### config.mk
export PLATFORM = sky130hd
export DESIGN_NAME = arc4_key_search_ctrl
export DESIGN_NICKNAME = d
export VERILOG_FILES = /design/src/rtl/arc4_search_pkg.sv /design/src/rtl/arc4_pt_checker.sv /design/src/rtl/arc4_key_search_ctrl.sv
export SDC_FILE = /design/constraint.sdc
export NUM_CORES = 1
export LEC_CHECK = 0
export CAP_MARGIN = 40
export CORE_UTILIZATION = 40
export CTS_CLUSTER_DIAMETER = 100
export DETAILED_ROUTE_END_ITERATION = 10
export PLACE_DENSITY = 0.68
export SYNTH_ARGS = -nofsm -noshare
export SYNTH_HDL_FRONTEND = slang
export SYNTH_SLANG_ARGS = --single-unit
### constraint.sdc
create_clock -name clk -period 4.6 [get_ports clk]
set_input_delay 0.69 -clock clk [delete_from_list [all_inputs] [get_ports clk]]
set_output_delay 0.69 -clock clk [all_outputs]
set_load 0.02 [all_outputs]
### src/rtl/arc4_search_pkg.sv
// Shared types and constants for the arc4 brute-force key search controller.
package arc4_search_pkg;

  typedef enum logic [2:0] {
    IDLE,
    START,
    WAIT_A4,
    RD_LEN,
    LEN_LAT,
    CHK,
    NEXT,
    FOUND
  } state_t;

  localparam logic [7:0] ASCII_MIN = 8'h20;
  localparam logic [7:0] ASCII_MAX = 8'h7E;
  localparam logic [7:0] LEN_ADDR  = 8'h00;

  // A byte is acceptable plaintext when it is a printable ASCII character.
  function automatic logic is_printable(input logic [7:0] b);
    return (b >= ASCII_MIN) && (b <= ASCII_MAX);
  endfunction

endpackage

### src/rtl/arc4_pt_checker.sv
// Plaintext scanner: reads the length byte, then streams bytes 1..L from the
// synchronous-read pt_mem at one byte per cycle and flags pass/fail with a
// single-cycle done strobe. It follows the controller state rather than
// keeping its own copy of the sequence.
module arc4_pt_checker
  import arc4_search_pkg::*;
(
  input  logic       clk,
  input  logic       rst_n,
  input  state_t     i_state,
  input  logic [7:0] i_rddata,
  output logic [7:0] o_addr,
  output logic       o_done,
  output logic       o_pass
);

  logic [7:0] r_addr;
  logic [7:0] r_len;
  logic [7:0] r_rdIdx;
  logic       r_rdValid;
  logic       r_allIssued;

  // Address generation and read-pipeline tracking; the address stops at L so
  // nothing past the message end is ever read.
  always_ff @(posedge clk or negedge rst_n) begin
    if (!rst_n) begin
      r_addr      <= 8'h00;
      r_len       <= 8'h00;
      r_rdIdx     <= 8'h00;
      r_rdValid   <= 1'b0;
      r_allIssued <= 1'b0;
    end else begin
      case (i_state)
        RD_LEN: begin
          r_addr      <= LEN_ADDR;
          r_rdValid   <= 1'b0;
          r_allIssued <= 1'b0;
        end
        LEN_LAT: begin
          r_len       <= i_rddata;
          r_addr      <= 8'h01;
          r_rdValid   <= 1'b0;
          r_allIssued <= 1'b0;
        end
        CHK: begin
          r_rdValid <= !r_allIssued;
          r_rdIdx   <= r_addr;
          if (r_addr == r_len) begin
            r_allIssued <= 1'b1;
          end else begin
            r_addr <= r_addr + 8'h01;
          end
        end
        default: begin
          r_rdValid <= 1'b0;
        end
      endcase
    end
  end

  // Verdict: an empty message passes immediately, a non-printable byte fails
  // at once, and the last byte being printable passes.
  always_comb begin
    o_done = 1'b0;
    o_pass = 1'b0;
    case (i_state)
      LEN_LAT: begin
        if (i_rddata == 8'h00) begin
          o_done = 1'b1;
          o_pass = 1'b1;
        end
      end
      CHK: begin
        if (r_rdValid) begin
          if (!is_printable(i_rddata)) begin
            o_done = 1'b1;
          end else if (r_rdIdx == r_len) begin
            o_done = 1'b1;
            o_pass = 1'b1;
          end
        end
      end
      default: ;
    endcase
  end

  assign o_addr = (i_state == RD_LEN) ? LEN_ADDR : r_addr;

endmodule

### src/rtl/arc4_key_search_ctrl.sv
// Brute-force key search scheduler around one arc4 decryptor. Steps candidate
// keys, starts arc4 for each, then takes over pt_mem to scan the plaintext.
// Optional candidate counter on output tries: define ARC4_KEY_SEARCH_TRIES_EN.
module arc4_key_search_ctrl
  import arc4_search_pkg::*;
#(
  parameter int          KEY_W     = 24,
  parameter int unsigned KEY_START = 0,
  parameter int unsigned KEY_STEP  = 1
) (
  input  logic             clk,
  input  logic             rst_n,
  input  logic             en,
  output logic             rdy,
  output logic             key_valid,
  output logic [KEY_W-1:0] key,
  output logic [31:0]      tries,
  output logic             a4_en,
  input  logic             a4_rdy,
  output logic [KEY_W-1:0] a4_key,
  input  logic [7:0]       a4_pt_addr,
  input  logic [7:0]       a4_pt_wrdata,
  input  logic             a4_pt_wren,
  output logic [7:0]       pt_addr,
  output logic [7:0]       pt_wrdata,
  output logic             pt_wren,
  input  logic [7:0]       pt_rddata
);

  localparam int               KW1     = KEY_W + 1;
  localparam logic [KEY_W-1:0] W_START = KEY_W'(KEY_START);
  localparam logic [KEY_W:0]   W_STEP  = KW1'(KEY_STEP);

  state_t           r_state;
  state_t           w_nextState;
  logic [KEY_W-1:0] r_cand;
  logic [KEY_W-1:0] r_key;
  logic             r_keyValid;
  logic             r_waitFirst;
  logic [KEY_W:0]   w_candSum;
  logic             w_lastCand;
  logic [7:0]       w_chkAddr;
  logic             w_chkDone;
  logic             w_chkPass;
  logic             w_passThru;

  // The carry out of the widened sum means the next candidate would exceed
  // the key range, so the current one is the last.
  assign w_candSum  = {1'b0, r_cand} + W_STEP;
  assign w_lastCand = w_candSum[KEY_W];

  arc4_pt_checker u_checker (
    .clk      (clk),
    .rst_n    (rst_n),
    .i_state  (r_state),
    .i_rddata (pt_rddata),
    .o_addr   (w_chkAddr),
    .o_done   (w_chkDone),
    .o_pass   (w_chkPass)
  );

  // State register.
  always_ff @(posedge clk or negedge rst_n) begin
    if (!rst_n) begin
      r_state <= IDLE;
    end else begin
      r_state <= w_nextState;
    end
  end

  // Next-state logic and the arc4 start strobe.
  always_comb begin
    w_nextState = r_state;
    a4_en       = 1'b0;
    case (r_state)
      IDLE: begin
        if (en) w_nextState = START;
      end
      START: begin
        if (a4_rdy) begin
          a4_en       = 1'b1;
          w_nextState = WAIT_A4;
        end
      end
      WAIT_A4: begin
        if (!r_waitFirst && a4_rdy) w_nextState = RD_LEN;
      end
      RD_LEN: begin
        w_nextState = LEN_LAT;
      end
      LEN_LAT, CHK: begin
        if (w_chkDone) begin
          w_nextState = w_chkPass ? FOUND : NEXT;
        end else begin
          w_nextState = CHK;
        end
      end
      NEXT: begin
        w_nextState = w_lastCand ? IDLE : START;
      end
      FOUND: begin
        w_nextState = IDLE;
      end
      default: begin
        w_nextState = IDLE;
      end
    endcase
  end

  // Candidate stepping, result capture and the arc4 drop-out mask.
  always_ff @(posedge clk or negedge rst_n) begin
    if (!rst_n) begin
      r_cand      <= '0;
      r_key       <= '0;
      r_keyValid  <= 1'b0;
      r_waitFirst <= 1'b0;
    end else begin
      r_waitFirst <= (r_state == START) && a4_rdy;
      case (r_state)
        IDLE: begin
          if (en) begin
            r_keyValid <= 1'b0;
            r_key      <= '0;
            r_cand     <= W_START;
          end
        end
        NEXT: begin
          if (!w_lastCand) r_cand <= w_candSum[KEY_W-1:0];
        end
        FOUND: begin
          r_key      <= r_cand;
          r_keyValid <= 1'b1;
        end
        default: ;
      endcase
    end
  end

`ifdef ARC4_KEY_SEARCH_TRIES_EN
  logic [31:0] r_tries;

  // Saturating count of candidates fully evaluated in this search.
  always_ff @(posedge clk or negedge rst_n) begin
    if (!rst_n) begin
      r_tries <= 32'h0;
    end else if ((r_state == IDLE) && en) begin
      r_tries <= 32'h0;
    end else if (((r_state == NEXT) || (r_state == FOUND)) && (r_tries != 32'hFFFF_FFFF)) begin
      r_tries <= r_tries + 32'h1;
    end
  end

  assign tries = r_tries;
`else
  assign tries = 32'h0;
`endif

  // arc4 owns pt_mem until it reports done; afterwards the checker reads it.
  always_comb begin
    w_passThru = (r_state == IDLE) || (r_state == START) || (r_state == WAIT_A4);
    if (w_passThru) begin
      pt_addr   = a4_pt_addr;
      pt_wrdata = a4_pt_wrdata;
      pt_wren   = a4_pt_wren;
    end else begin
      pt_addr   = w_chkAddr;
      pt_wrdata = 8'h00;
      pt_wren   = 1'b0;
    end
  end

  assign rdy       = (r_state == IDLE);
  assign key_valid = r_keyValid;
  assign key       = r_key;
  assign a4_key    = r_cand;

endmodule

==> out/results.tsv <==
metric	value	unit
status	finished, final reports clean	
Layout Utilization	53.0	%
routability cong.	0.866	
first-pass GRT wire length	17900	um
Die Wd	106	um
total track usage	20.2	%
Die Ht	106	um
GRT overflow	0	
RR Startpoint	r_state[2]	
min-delay worst type	input pin to asynchronous set/reset pin	
met3 Use GR	4.02	%
worst path arrival time	2640	ps
r2r setup slk	2080	ps
total die area	0.0112	mm2
Worst-Margin Slew	902	ps
DRT Pass-1 Iters	4	
share of layout cells above drive strength 1	6.43	%
Place WS	1620	ps
crit-path max FO	24	
CP Cell Sequence	a21oi_1 -> buf_4 -> nand2_1 -> o21ai_0 -> clkdlybuf4s50_1	
syn_area_per_cell	8.89	um2
Critical Path Max Stage Delay	650	ps
register area share after synthesis	46.0	%
pwr dens	419	mW/mm2
Layout Nets	602	
Leak	2.34	nW
period utilisation layout	72.3	%
Critical Path RT	3910	ps
largest net degree at the start of global routing	58	
Reg2Reg Depth	5	
Crit. End Element	primary output	
Yosys reg bits	79	
kind of critical path	flip-flop to primary output	
final WL	10800	um
f_max	301	MHz
Mapped Cells	483	
core outline area	0.0104	mm2
number of global-route vias before repair	3641	
CP startpoint kind	flip-flop	
I/O pin cnt	129	
Num CTS Buffers	9	
fin cells	711	
setup violators final	0	
Netlist cell types	44	
Final Hold Viols	0	
Fill cells	972	
setup ws final	1270	ps
max-cap viol count	0	
DP HPWL	7900	um
dpl cells	696	
ANT nets after route	0	
Clock Sinks	79	
GR peak layer	met2	
row count	37	
Crit-path slowest cell	clkdlybuf4s50_1	
H-tree depth	3	
met2 Usage GRT	37.4	%
Area growth syn-to-layout	27.9	%
fin crit period	3330	ps
Via Count	3769	
Synth async-reset ratio	100	%
count of flip-flops with a built-in enable after synthesis	0	
reg2reg end	a4_key[17]	
RSZ-0062 raised after global routing	no	
Synthesis Warnings	0	
initial antenna violation count	0	
drt first-iter violations	127	
commonest non-fill, non-tap cell in the layout	clkdlybuf4s50_1	
DRC	0	
worst vdd ir	0.000253	V
commonest non-fill, non-tap cells in the layout	95 x clkdlybuf4s50_1, 93 x nand2_1, 79 x dfrtp_1	
setup TNS	0	ps
Post-Syn Area	0.00429	mm2
CTS tree	done	
Pins Over Slew Limit	0	
# diodes	0	
top_reg_cell synth	dfrtp_1	
Root Buffer	clkbuf_8	
Avg Vias per Cell	5.30	
CTS clk-pin slew, worst paths	80	ps
Avg WL per Cell	15.1	um
worst skew pair latency	360	ps
Setup Skew	8.25	ps
Starting Density	41.4	%
met1 Usage GRT	23.7	%
CTS Hold Bufs	0	
Clock Path Buffers	2	
# Post-CTS Setup Buffers	0	
Port Buf Inserts	96	
Worst slew margin	39.3	%
# resized after CTS	0	
## worst max path at each step
stage,from,endpoint,slack [ps],cells after the start
after global placement,r_state[2],pt_addr[5],1510,3
after global routing,r_state[2],pt_addr[2],1020,5
final,r_state[2],pt_addr[2],1270,5
after detailed placement,r_state[2],pt_addr[2],1620,5
after CTS,r_state[2],pt_addr[2],1210,5
after floorplan,r_state[1],pt_addr[1],2280,6
## sequential cells by signal, summed over array words and instances, names as in the netlist
| register | flops |
|---|---|
| a4_key | 24 |
| key | 24 |
| key_valid | 1 |
| r_state | 3 |
| r_waitFirst | 1 |
| u_checker.r_addr | 8 |
| u_checker.r_allIssued | 1 |
| u_checker.r_len | 8 |
| u_checker.r_rdIdx | 8 |
| u_checker.r_rdValid | 1 |
## cell type report
cell class / count / area [um2] / area share (%)
multi-input cells: 367 / 2050 / 37.3
flip-flops and latches: 79 / 1980 / 36.0
repair buffers: 103 / 1050 / 19.0
well taps: 136 / 170 / 3.10
clock buffers: 9 / 124 / 2.26
clock inverters: 6 / 86.3 / 1.57
inverters: 11 / 41.3 / 0.752
## cell usage after synthesis (2+ instances only)
| master | count | area [um2] |
|---|---|---|
| and2_1 | 12 | 75.1 |
| a31o_2 | 2 | 17.5 |
| mux2i_1 | 6 | 60.1 |
| a21oi_1 | 12 | 60.1 |
| a22o_1 | 6 | 52.6 |
| nor2_1 | 22 | 82.6 |
| o31ai_1 | 6 | 45.0 |
| nand2_1 | 93 | 349 |
| xnor2_1 | 13 | 114 |
| a41o_1 | 2 | 20.0 |
| or3_1 | 6 | 37.5 |
| ha_1 | 2 | 25.0 |
| nand2b_1 | 2 | 12.5 |
| clkbuf_1 | 22 | 82.6 |
| xor2_1 | 9 | 78.8 |
| nand3_1 | 24 | 120 |
| or2_2 | 2 | 12.5 |
| nand4_1 | 11 | 68.8 |
| nand3b_1 | 2 | 15.0 |
| a21o_1 | 3 | 22.5 |
| or4_1 | 5 | 37.5 |
| and3_1 | 7 | 43.8 |
| buf_4 | 32 | 240 |
| nor3_1 | 7 | 35.0 |
| a31oi_1 | 2 | 12.5 |
| mux2_2 | 8 | 90.1 |
| nor4_1 | 11 | 68.8 |
| o21ai_0 | 40 | 200 |
| o211ai_1 | 7 | 52.6 |
| buf_2 | 2 | 10.0 |
| dfrtp_1 | 79 | 1980 |
| and4_1 | 4 | 35.0 |
| inv_1 | 11 | 41.3 |
## power breakdown
part	total (mW)	internal, mW	switching (mW)
registers	0.932	0.780	0.152
clock network	0.561	0.301	0.259
logic	0.811	0.368	0.442
total	2.30	1.45	0.854
## layer usage
| layer | part of all wire [%] | wire [um] | vias up |
|---|---|---|---|
| met5 | 0 | 0 | - |
| met4 | 1.2 | 132 | 0 |
| met3 | 4.7 | 503 | 18 |
| met2 | 52 | 5640 | 129 |
| met1 | 42 | 4480 | 1838 |
| li1 | - | - | 1784 |
## metrics by stage
stage / hold WS (ps) / total power [mW] / instance area [um2]
after floorplan: 394 / 1.44 / 4410
after global placement: 418 / 1.71 / 5220
after detailed placement: 421 / 1.76 / 5280
after CTS: 236 / 2.32 / 5490
after global routing: 237 / 2.44 / 5490
final: 229 / 2.30 / 5490
## critical path: cells and delay by family (launching register included)
| kind | cells | cell delay, ps |
|---|---|---|
| compound gates | 2 | 680 |
| buf+inv | 2 | 920 |
| flops | 1 | 640 |
| simple gates | 1 | 60 |
## cell families after synthesis
family / synth area share [%]
buf+inv: 8.97
fa+ha+maj: 0.583
flops: 46.0
xor+xnor: 4.49
simple gates: 24.3
compound gates: 12.0
mux: 3.50
other cells: 0.0873
Note: power is estimated with default switching activity, not from simulation.
